--- config.mk ---
export PLATFORM = sky130hd
export DESIGN_NAME = text_pixel_renderer
export DESIGN_NICKNAME = d
export VERILOG_FILES = /design/src/rtl/text_pixel_renderer.sv
export SDC_FILE = /design/constraint.sdc
export NUM_CORES = 1
export LEC_CHECK = 0
export ABC_AREA = 1
export CAP_MARGIN = 5
export CORE_ASPECT_RATIO = 1.75
export CORE_MARGIN = 4
export CORE_UTILIZATION = 49
export CTS_CLUSTER_DIAMETER = 40
export DETAILED_ROUTE_END_ITERATION = 12
export GPL_TIMING_DRIVEN = 1
export PLACE_DENSITY = 0.84
export SLEW_MARGIN = 20
export SYNTH_ARGS = -nofsm -noshare
export SYNTH_HDL_FRONTEND = slang
export SYNTH_SLANG_ARGS = --single-unit
export TNS_END_PERCENT = 30
--- constraint.sdc ---
create_clock -name clk_pix -period 4 [get_ports clk_pix]
set_input_delay 0.6 -clock clk_pix [delete_from_list [all_inputs] [get_ports clk_pix]]
set_output_delay 0.6 -clock clk_pix [all_outputs]
set_load 0.03 [all_outputs]
--- src/rtl/text_pixel_renderer.sv ---
// Character-cell pixel renderer: maps raster position to a buffer cell, fetches the glyph
// row from the font ROM and resolves palette colours, with a blinking block cursor on code 127.
module text_pixel_renderer #(
    parameter int unsigned CORDW        = 10,
    parameter int unsigned GRID_COL     = 10,
    parameter int unsigned GRID_ROW     = 5,
    parameter int unsigned CH_W         = 8,
    parameter int unsigned CH_H         = 16,
    parameter int unsigned BLINK_FRAMES = 30,
    parameter int unsigned BUFFER_WIDTH = 16
) (
    input  logic                        clk_pix,
    input  logic                        rst_n,
    input  logic [CORDW-1:0]            sx,
    input  logic [CORDW-1:0]            sy,
    input  logic                        de,
    input  logic                        hsync_in,
    input  logic                        vsync_in,
    output logic [$clog2(GRID_COL)-1:0] chPos_x,
    output logic [$clog2(GRID_ROW)-1:0] chPos_y,
    input  logic [BUFFER_WIDTH-1:0]     bufferBundle,
    output logic [10:0]                 font_addr,
    input  logic [7:0]                  font_row,
    output logic [11:0]                 rgb,
    output logic                        de_out,
    output logic                        hsync_out,
    output logic                        vsync_out
);

    localparam int unsigned CX_W = $clog2(GRID_COL);
    localparam int unsigned CY_W = $clog2(GRID_ROW);
    localparam int unsigned PX_W = $clog2(CH_W);
    localparam int unsigned PY_W = $clog2(CH_H);
    localparam int unsigned FC_W = $clog2(BLINK_FRAMES);
    localparam logic [CORDW-1:0] GRID_W_PX = CORDW'(GRID_COL * CH_W);
    localparam logic [CORDW-1:0] GRID_H_PX = CORDW'(GRID_ROW * CH_H);

    function automatic logic [11:0] palette(input logic [3:0] idx);
        logic [11:0] c;
        case (idx)
            4'd0:    c = 12'h000;
            4'd1:    c = 12'h00F;
            4'd2:    c = 12'h0F0;
            4'd3:    c = 12'h0FF;
            4'd4:    c = 12'hF00;
            4'd5:    c = 12'hFFF;
            4'd6:    c = 12'hFF0;
            4'd7:    c = 12'hF0F;
            4'd8:    c = 12'h888;
            default: c = 12'h444;
        endcase
        return c;
    endfunction

    // Stage 1: cell address and intra-cell offsets
    logic            in1_d;
    logic [CX_W-1:0] chx_d, chx_q;
    logic [CY_W-1:0] chy_d, chy_q;
    logic [PX_W-1:0] px1_q, px2_q, px3_q;
    logic [PY_W-1:0] py1_q, py2_q;
    logic            in1_q, in2_q, in3_q;
    // Sideband bundles: {de, hsync, vsync}
    logic [2:0]      sb1_q, sb2_q, sb3_q, sb4_q;
    logic [7:0]      ascii3_q;
    logic [3:0]      fg3_q, bg3_q;
    logic [11:0]     rgb_d, rgb_q;

    logic            vs_prev_q, vs_rise;
    logic [FC_W-1:0] frame_d, frame_q;
    logic            blink_d, blink_q;

    always_comb begin
        in1_d = (sx < GRID_W_PX) && (sy < GRID_H_PX);
        chx_d = in1_d ? CX_W'(sx >> PX_W) : '0;
        chy_d = in1_d ? CY_W'(sy >> PY_W) : '0;
    end

    always_ff @(posedge clk_pix or negedge rst_n) begin
        if (!rst_n) begin
            chx_q    <= '0;
            chy_q    <= '0;
            px1_q    <= '0;
            py1_q    <= '0;
            in1_q    <= 1'b0;
            sb1_q    <= '0;
            px2_q    <= '0;
            py2_q    <= '0;
            in2_q    <= 1'b0;
            sb2_q    <= '0;
            ascii3_q <= '0;
            fg3_q    <= '0;
            bg3_q    <= '0;
            px3_q    <= '0;
            in3_q    <= 1'b0;
            sb3_q    <= '0;
            rgb_q    <= '0;
            sb4_q    <= '0;
        end else begin
            chx_q    <= chx_d;
            chy_q    <= chy_d;
            px1_q    <= sx[PX_W-1:0];
            py1_q    <= sy[PY_W-1:0];
            in1_q    <= in1_d;
            sb1_q    <= {de, hsync_in, vsync_in};
            px2_q    <= px1_q;
            py2_q    <= py1_q;
            in2_q    <= in1_q;
            sb2_q    <= sb1_q;
            ascii3_q <= bufferBundle[7:0];
            fg3_q    <= bufferBundle[11:8];
            bg3_q    <= bufferBundle[15:12];
            px3_q    <= px2_q;
            in3_q    <= in2_q;
            sb3_q    <= sb2_q;
            rgb_q    <= rgb_d;
            sb4_q    <= sb3_q;
        end
    end

    // Buffer data arrives here already registered, aligned with py2_q
    assign font_addr = {bufferBundle[6:0], py2_q};

    always_comb begin
        rgb_d = 12'h000;
        if (!sb3_q[2] || !in3_q) begin
            rgb_d = 12'h000;
        end else if (ascii3_q == 8'd0) begin
            rgb_d = palette(bg3_q);
        end else if (ascii3_q == 8'd127) begin
            rgb_d = blink_q ? palette(fg3_q) : palette(bg3_q);
        end else if (ascii3_q[7]) begin
            rgb_d = palette(bg3_q);
        end else begin
            rgb_d = font_row[PX_W'(CH_W - 1) - px3_q] ? palette(fg3_q) : palette(bg3_q);
        end
    end

    // Cursor blink: frame counter advances on each vsync rise
    assign vs_rise = vsync_in & ~vs_prev_q;

    always_comb begin
        frame_d = frame_q;
        blink_d = blink_q;
        if (vs_rise) begin
            if (frame_q == FC_W'(BLINK_FRAMES - 1)) begin
                frame_d = '0;
                blink_d = ~blink_q;
            end else begin
                frame_d = frame_q + FC_W'(1);
            end
        end
    end

    always_ff @(posedge clk_pix or negedge rst_n) begin
        if (!rst_n) begin
            vs_prev_q <= 1'b0;
            frame_q   <= '0;
            blink_q   <= 1'b1;
        end else begin
            vs_prev_q <= vsync_in;
            frame_q   <= frame_d;
            blink_q   <= blink_d;
        end
    end

    assign chPos_x   = chx_q;
    assign chPos_y   = chy_q;
    assign rgb       = rgb_q;
    assign de_out    = sb4_q[2];
    assign hsync_out = sb4_q[1];
    assign vsync_out = sb4_q[0];

endmodule

==> impl_metrics.csv, run 1 <==
group,metric,value,unit
placement,dpl_cell_area,3350,um2
setup_path,required,3.40,ns
cells_and_area,nFillCells,351,
cells_and_area,stdcell_area,3540,um2
die,pin_count,82,
die,num_rows,34,
synthesis,yosysTopAreaCell,"dfrtp_1",
pwr,netSwitchingPower,0.000379,W
clock_tree,cts.sinks,70,
grt,grt_pass1_wl,8080,um
cells_and_area,antenna_cells,0,
setup_path,arrival,1.82,ns
status,status,"complete, no violations",
min_path,worstHoldPathType,"in2async",
synthesis,synth_top_area_share,68.0,%
setup_path,critPathLaunchType,"input pin",
die,fp.dieW,62.4,um
pwr,power_frac_seq,52.1,%
grt,track_usage,17.1,%
die,die_area,6440,um2
pwr,power_frac_comb,12.0,%
setup_path,cp_slowest_stage_delay,0.69,ns
sta,finalSetupViolations,0,
grt,grt_max_degree,37,
drt,via_per_inst,4.90,
drt,wl_per_cell,13.6,um
clock_tree,post-cts-setup-buffer-count,0,
pwr,ir_drop,0.268,mV
synthesis,syn-num-nets,281,
synthesis,synth_top_cells_by_area,"dfrtp_1 (68%), nand2_1 (4.7%), nor2_1 (4.4%), inv_1 (4.3%), buf_4 (3.0%)",
grt,antenna_found_initial,0,
pwr,power,0.00154,W
clock_tree,clock-root-buffer,"clkbuf_8",
sta,rsz0062_at_grt,"false",
clock_tree,cts_resized,0,
cells_and_area,fin_nets,364,
clock_tree,clockBufferDepth,2,
sta,hold_viol_final,0,
setup_path,setup.worst_path.end_class,"output port",
cells_and_area,syn_to_final_growth,39.3,%
grt,grt_pass1_vias,1855,
drt,drt_iter0_markers,47,
die,die_h,103,um
sta,tns,0,ns
synthesis,postSynthAreaPerCell,11.1,um2
flow_run,maxCapViolations,0,
synthesis,ys_types,27,
cells_and_area,layout-drive-gt1-share,7.59,%
synthesis,synthTopCellsByCount,"dfrtp_1 (69), nand2_1 (32), nor2_1 (30)",
clock_tree,cts_buffers,9,
pwr,intPower,0.00116,W
die,initial_core_util,50.6,%
synthesis,async_reset_ff_share,100,%
drt,vias,1814,
synthesis,postSynthCellCount,228,
clock_tree,cts_tree,"built",
drt,drc,0,
synthesis,syn_area,2540,um2
pwr,p_per_area,435,nW/um2
setup_path,cp_common_cell,"clkdlybuf4s50_1",
sta,max-slew-margin-rel,50.1,%
drt,dr.pass1.iters,4,
synthesis,yosysMostFrequentCell,"dfrtp_1",
pwr,swShare,24.6,%
drt,ant_nets,0,
clock_tree,insertion_delay,0.33,ns
sta,finClkSkew,0.0105,ns
setup_path,crit_type,"in2out",
pwr,leakagePower,1.69,nW
sta,worst_pin_slew,0.749,ns
synthesis,synth_warnings,0,
sta,period_share,60.6,%
drt,drt_wl_total,5020,um
setup_path,crit_slowest_cell,"clkdlybuf4s50_1",
sta,fmax,413,MHz
sta,finalMaxSlewViolations,0,
synthesis,synth_seq_cells,70,
sta,min_period,2.42,ns
placement,dp.final_hpwl,3890,um
placement,globalplace.congestion,0.831,
synthesis,synth-edff-count,0,
clock_tree,path_clk_slew,0.07,ns
synthesis,seq_area_frac_synth,69.0,%
die,core-area,5020,um2
setup_path,crit_buf_inv,2,
clock_tree,h-tree-depth,3,
grt,grt-ovfl-total,0,
setup_path,crit_chain,"clkdlybuf4s50_1 > clkdlybuf4s50_1",
clock_tree,ctsHoldBuffers,0,
synthesis,synth_flop_cell,"dfrtp_1",
setup_path,path_max_fanout,2,
placement,placement.io_buffers,81,
pwr,clockPowerShare,36.0,%
setup_path,critPathTopFamily,"buffers and inverters",
per-layer routing:
| metal | up-vias | GRT usage (%) | part of all wire, % |
|---|---|---|---|
| li1 | 880 | - | - |
| met1 | 861 | 14.8 | 33 |
| met2 | 59 | 32.4 | 58 |
| met3 | 14 | 5.41 | 5.2 |
| met4 | 0 | 12.9 | 3.5 |
| met5 | - | 0 | 0 |
final cells by class:
class | instances | area (um2) | share of cell area [%]
Clock inverter | 3 | 43.8 | 1.24
Clock buffer | 13 | 149 | 4.21
Inverter | 31 | 119 | 3.36
Tap cell | 54 | 67.6 | 1.91
Timing Repair Buffer | 82 | 813 | 23.0
Sequential cell | 70 | 1750 | 49.5
Multi-Input combinational cell | 117 | 593 | 16.8
sequential cells by signal (all words and copies together), names as in the netlist, 3 cells and up:
signal / cells
px3_q: 3
chPos_y: 3
frame_q: 5
sb4_q: 3
sb1_q: 3
sb2_q: 3
chPos_x: 4
bg3_q: 4
py2_q: 4
px1_q: 3
fg3_q: 4
ascii3_q: 8
px2_q: 3
rgb: 9
sb3_q: 3
py1_q: 4
cell families after synthesis:
| kind of cell | Yosys count | share of synthesized area (%) |
|---|---|---|
| and+or+nand+nor | 91 | 16.6 |
| DFF | 70 | 69.0 |
| buffers and inverters | 41 | 7.64 |
| AOI/OAI and AO/OA | 21 | 4.43 |
| adders and majority gates | 4 | 1.97 |
| xor gates and xnor gates | 1 | 0.345 |
power groups by stage:
stage                     clock network [W]  logic (W)  registers, W
after floorplan                           0  0.0000903      0.000810
after global placement                    0   0.000178      0.000810
after detailed placement                  0   0.000187      0.000814
after CTS                          0.000565   0.000188      0.000801
after global routing               0.000605   0.000207      0.000806
final                              0.000553   0.000184      0.000801
path summary, 6_finish.rpt:
| check | slack [ns] | end | start | cells after the start |
|---|---|---|---|---|
| setup / recovery | 1.58 | font_addr[10] | bufferBundle[6] | 2 |
| hold / removal | 0.33 | py1_q[0] | rst_n | 1 |
| setup reg to reg | 2.57 | rgb[11] | px3_q[0] | 10 |
| hold reg to reg | 0.34 | sb3_q[2] | sb2_q[2] | 0 |
| max in group asynchronous | 2.73 | blink_q | rst_n | 2 |
| min in group clk_pix | 0.34 | sb3_q[2] | sb2_q[2] | 0 |
cells in the final DEF, fill, tap and decap left out, types with 2 or more instances in the layout:
master,instances
inv_1,29
nor3b_1,2
ha_1,4
nand2_1,32
a21oi_1,9
o21ai_1,2
o21ai_0,6
nand2_2,2
clkbuf_1,3
clkbuf_8,10
nand4_1,5
o211ai_1,2
nand3_1,10
nor3_1,4
nor2_1,30
clkdlybuf4s50_1,80
dfrtp_1,69
through the flow:
step | utilization [%] | worst slack [ns] | cells | hold slack (ns)
floorplan | - | 2.60 | 228 | 0.304
global placement | 66.6 | 1.59 | 354 | 0.331
detailed placement | 66.6 | 1.56 | 354 | 0.335
CTS | 70.5 | 1.56 | 370 | 0.341
global route | 70.5 | 1.55 | 370 | 0.354
finish | 70.5 | 1.58 | 370 | 0.331
Note: power is estimated with default switching activity, not from simulation.
==> run 2, diff against run 1 <==
CORE_UTILIZATION = 41   (was 49)
PLACE_DENSITY = 0.75   (was 0.84)
clock period = 2.1 ns   (was 4 ns; I/O delays follow)
==> run 2 against run 1 <==
First-iteration DRC count increased by 38%. Sequential power increased by 90%. Worst setup slack got worse by 1.3 ns. Register-to-register slack got worse by 1.9 ns. Sequential share of layout area decreased by 0.81 points. Combinational power increased by 92%.
==> impl_metrics.csv, run 2 (synthesis results as in run 1) <==
group,metric,value,unit
clock_tree,cts.sinks,70,
clock_tree,clock-root-buffer,"clkbuf_8",
cells_and_area,utilization,60.2,%
grt,grt-ovfl-total,0,
cells_and_area,fin_nets,365,
pwr,leakagePower,1.69,nW
setup_path,critPathTopFamily,"buffers and inverters",
clock_tree,post-cts-setup-buffer-count,0,
sta,min_period,1.78,ns
drt,ant_nets,0,
placement,globalplace.congestion,0.862,
placement,dpl_cell_area,3390,um2
status,status,"complete, no violations",
drt,vias,1789,
pwr,power,0.00292,W
sta,hold_viol_final,0,
cells_and_area,largest_reg_flops,9,
setup_path,crit_buf_inv,2,
clock_tree,clockBufferDepth,2,
drt,drt_wl_total,4660,um
sta,finalMaxSlewViolations,0,
drt,via_per_inst,4.53,
cells_and_area,final_cell_mix,"clkdlybuf4s50_1 (80), dfrtp_1 (69), nand2_1 (32)",
pwr,p_per_area,812,nW/um2
grt,grt_max_degree,71,
drt,drc,0,
setup_path,arrival,1.47,ns
cells_and_area,layout-drive-gt1-share,8.52,%
setup_path,crit_type,"in2out",
sta,fmax,561,MHz
sta,period_share,84.9,%
clock_tree,cts_buffers,9,
sta,finClkSkew,0.00665,ns
drt,dr.pass1.iters,4,
setup_path,critPathLaunchType,"input pin",
drt,drt_iter0_markers,65,
die,die_area,7570,um2
clock_tree,ctsHoldBuffers,1,
grt,antenna_found_initial,0,
clock_tree,insertion_delay,0.34,ns
setup_path,crit_slowest_cell,"clkdlybuf4s50_1",
setup_path,required,1.78,ns
setup_path,cp_common_cell,"clkdlybuf4s50_1",
placement,dp.final_hpwl,3520,um
cells_and_area,nFillCells,476,
die,num_rows,37,
die,fp.dieW,67.5,um
setup_path,crit_chain,"clkdlybuf4s50_1 > clkdlybuf4s50_1",
grt,grt_pass1_wl,7540,um
setup_path,cp_slowest_stage_delay,0.67,ns
clock_tree,cts_tree,"built",
die,core-area,5970,um2
cells_and_area,antenna_cells,0,
cells_and_area,syn_to_final_growth,41.6,%
clock_tree,h-tree-depth,3,
placement,placement.io_buffers,81,
die,initial_core_util,42.5,%
cells_and_area,stdcell_area,3600,um2
min_path,worstHoldPathType,"reg2reg",
grt,grt_pass1_vias,1810,
clock_tree,cts_resized,0,
pwr,ir_drop,0.659,mV
sta,rsz0062_at_grt,"false",
sta,tns,0,ns
cells_and_area,final_common_cell,"clkdlybuf4s50_1",
clock_tree,path_clk_slew,0.07,ns
sta,finalSetupViolations,0,
drt,wl_per_cell,11.8,um
grt,track_usage,13.7,%
flow_run,maxCapViolations,0,
sta,max-slew-margin-rel,74.2,%
sta,worst_pin_slew,0.386,ns
die,pin_count,82,
die,die_h,112,um
setup_path,path_max_fanout,2,
setup_path,setup.worst_path.end_class,"output port",
## run 2: cell types whose count changed in the layout (fill, tap and decap cells not counted), sizes merged
cell	previous run	this run
clkbuf	13	9
clkinvlp	0	3
dlygate4sd3	0	1
clkinv	2	3
## run 2: metrics by stage
stage / hold WS (ns) / worst slack (ns) / instances
global placement: 0.331 / 0.328 / 378
CTS: 0.344 / 0.306 / 395
global route: 0.349 / 0.276 / 395
detailed placement: 0.335 / 0.307 / 378
floorplan: 0.0194 / 0.843 / 228
finish: 0.341 / 0.316 / 395
## run 2: path summary, 6_finish.rpt
| path | startpoint | to | slack, ns | cells after the start |
|---|---|---|---|---|
| worst max-delay path | bufferBundle[0] | font_addr[4] | 0.32 | 2 |
| worst min-delay path | px1_q[2] | px2_q[2] | 0.34 | 0 |
| worst max register to register | px3_q[0] | rgb[7] | 0.67 | 12 |
| worst min register to register | px1_q[2] | px2_q[2] | 0.34 | 0 |
| max in group asynchronous | rst_n | blink_q | 1.26 | 3 |
| min in group asynchronous | rst_n | ascii3_q[4] | 0.53 | 3 |
## run 2: layout make-up
type,instances,area [um2],share of cell area (%)
Multi-Input combinational cell,117,593,16.5
Inverter,31,119,3.30
Tap cell,78,97.6,2.71
Sequential cell,70,1750,48.7
Timing Repair Buffer,83,836,23.2
Clock inverter,7,75.1,2.09
Clock buffer,9,124,3.44
## run 2: routing by layer
layer / GRT usage, % / part of all wire, % / wire length, um
met5: 0 / 0 / 0
met3: 7.01 / 9.8 / 458
met2: 22.8 / 55 / 2570
met4: 8.40 / 2.4 / 113
met1: 12.5 / 32 / 1510
## run 2: power by group
group          internal, W  switching, W
logic             0.000179      0.000175
clock network     0.000549      0.000496
registers          0.00145     0.0000727
total              0.00218      0.000743
==> run 3, diff against run 2 <==
CORE_UTILIZATION = 45   (was 41)
PLACE_DENSITY = 0.78   (was 0.75)
clock period = 1.7 ns   (was 2.1 ns; I/O delays follow)
==> run 3 against run 2 <==
Via count up 1.5%. Cell count down 0.25%. Sequential power up 24%. Core utilization up 5.1 points. Worst setup slack worse by 0.29 ns. Clock power up 39%. Power up 29%. First-iteration DRC count down 54%. Routed wire length up 1.4%. Non-clock buffer count up 1. Combinational power up 24%.
==> impl_metrics.csv, run 3 (synthesis results as in run 1) <==
group,metric,value,unit
sta,finalMaxSlewViolations,0,
setup_path,reg2reg_from,"px3_q[0]",
sta,setup_slack,0.0259,ns
setup_path,arrival,1.42,ns
pwr,ir_drop,0.654,mV
drt,ant_nets,0,
drt,wl_per_cell,12.0,um
sta,worst_pin_slew,0.358,ns
grt,grt_pass1_vias,1811,
cells_and_area,multi_input_area,593,um2
drt,drt_iter0_markers,30,
cells_and_area,stdcell_area,3620,um2
pwr,p_per_area,1040,nW/um2
drt,drc,0,
clock_tree,post-cts-setup-buffer-count,0,
sta,max-slew-margin-rel,75.9,%
clock_tree,h-tree-depth,3,
sta,min_period,1.67,ns
setup_path,crit_type,"in2out",
pwr,leakagePower,1.72,nW
sta,finClkSkew,0.00888,ns
flow_run,maxCapViolations,0,
cells_and_area,fin_nets,366,
drt,via_per_inst,4.61,
die,num_rows,36,
die,fp.dieW,64.8,um
drt,dr.pass1.iters,4,
cells_and_area,antenna_cells,0,
clock_tree,path_clk_slew,0.08,ns
min_path,min_to,"bg3_q[1]",
die,core-area,5540,um2
cells_and_area,largest_reg_flops,9,
min_path,worstHoldPathType,"in2reg",
sta,hold_viol_final,0,
sta,fmax,597,MHz
sta,finalSetupViolations,0,
setup_path,required,1.44,ns
setup_path,critPathTopFamily,"buffers and inverters",
setup_path,cp_slowest_stage_delay,0.68,ns
min_path,hp-start,"bufferBundle[13]",
setup_path,crit_chain,"clkdlybuf4s50_1 > clkdlybuf4s50_1",
clock_tree,clock-root-buffer,"clkbuf_8",
drt,drt_wl_total,4730,um
grt,grt-ovfl-total,0,
cells_and_area,layout-drive-gt1-share,9.43,%
cells_and_area,final_common_cell,"clkdlybuf4s50_1",
setup_path,path_depth,2,
clock_tree,cts_tree,"built",
cells_and_area,utilization,65.4,%
setup_path,rr_worst_depth,10,
die,die_area,6960,um2
setup_path,path_max_fanout,2,
cells_and_area,nFillCells,446,
sta,rsz0062_at_grt,"false",
setup_path,r2r_setup_slack,0.27,ns
die,pin_count,82,
placement,dp.final_hpwl,3510,um
setup_path,crit-reg2reg-capture,"rgb[11]",
cells_and_area,syn_to_final_growth,42.6,%
status,status,"complete, no violations",
cells_and_area,stdcell_count,394,
setup_path,critPathLaunchType,"input pin",
grt,track_usage,15.1,%
min_path,min_path_cells,1,
placement,placement.io_buffers,81,
grt,grt_max_degree,71,
clock_tree,clockBufferDepth,2,
setup_path,setup.worst_path.end_class,"output port",
grt,grt_pass1_wl,7670,um
placement,globalplace.congestion,0.843,
placement,dpl_worst_slack,0.00788,ns
cells_and_area,register_area,1750,um2
sta,tns,0,ns
drt,vias,1816,
sta,period_share,98.5,%
die,initial_core_util,45.8,%
clock_tree,insertion_delay,0.34,ns
placement,placedCellCount,377,
placement,dpl_cell_area,3390,um2
setup_path,cp_common_cell,"clkdlybuf4s50_1",
setup_path,crit_buf_inv,2,
setup_path,crit_slowest_cell,"clkdlybuf4s50_1",
cells_and_area,final_cell_mix,"clkdlybuf4s50_1 (77), dfrtp_1 (69), nand2_1 (32)",
grt,antenna_found_initial,0,
die,die_h,107,um
clock_tree,cts_buffers,9,
clock_tree,cts.sinks,70,
==> run 3: changes by cell type in the layout (fill, tap and decap cells not counted) <==
cell | before | now
buf_4 | 0 | 3
bufinv_16 | 1 | 2
clkdlybuf4s50_1 | 80 | 77
clkinv_4 | 2 | 1
clkinvlp_4 | 3 | 2
dlymetal6s2s_1 | 0 | 1
inv_6 | 0 | 1
==> run 3: cell type report <==
cell class / instances / share of cell area [%]
inverters: 31 / 3.28
multi-input cells: 117 / 16.4
flip-flops and latches: 70 / 48.4
clock inverters: 7 / 2.69
well taps: 76 / 2.63
repair buffers: 84 / 23.2
clock buffers: 9 / 3.42
==> run 3: worst max-delay path by stage <==
stage                   endpoint  slack, ns             from
floorplan                rgb[11]       0.44         px3_q[0]
global placement    font_addr[6]       0.05  bufferBundle[2]
detailed placement    frame_q[4]      0.008         vsync_in
CTS                 font_addr[7]       0.02  bufferBundle[3]
global route        font_addr[8]     0.0008  bufferBundle[4]
finish              font_addr[7]       0.03  bufferBundle[3]
==> run 3: layer usage <==
metal / up-vias / part of all wire, % / track usage (%)
met5: - / 0 / 0
met4: 0 / 2.6 / 8.93
met3: 12 / 8.9 / 7.11
met2: 66 / 54 / 26.7
met1: 852 / 34 / 13.4
li1: 886 / - / -
==> run 3: where the power goes <==
| group | internal (W) | switching, W |
|---|---|---|
| Sequential | 0.00179 | 0.0000870 |
| Combinational | 0.000222 | 0.000219 |
| Clock | 0.000829 | 0.000620 |
==> run 3: stage by stage <==
step	total power (W)	hold WS (ns)
6_report	0.00377	0.342
5_1_grt	0.00394	0.318
4_1_cts	0.00381	0.330
3_5_place_dp	0.00235	0.298
3_3_place_gp	0.00232	0.297
2_1_floorplan	0.00212	-0.0406
==> run 3: what timing repair did <==
item / CTS / global route
endpoints found under the hold margin: 69 / 0
endpoints found under the setup margin: 0 / 1
hold buffers: 1 / 0
resized for setup: 0 / 1
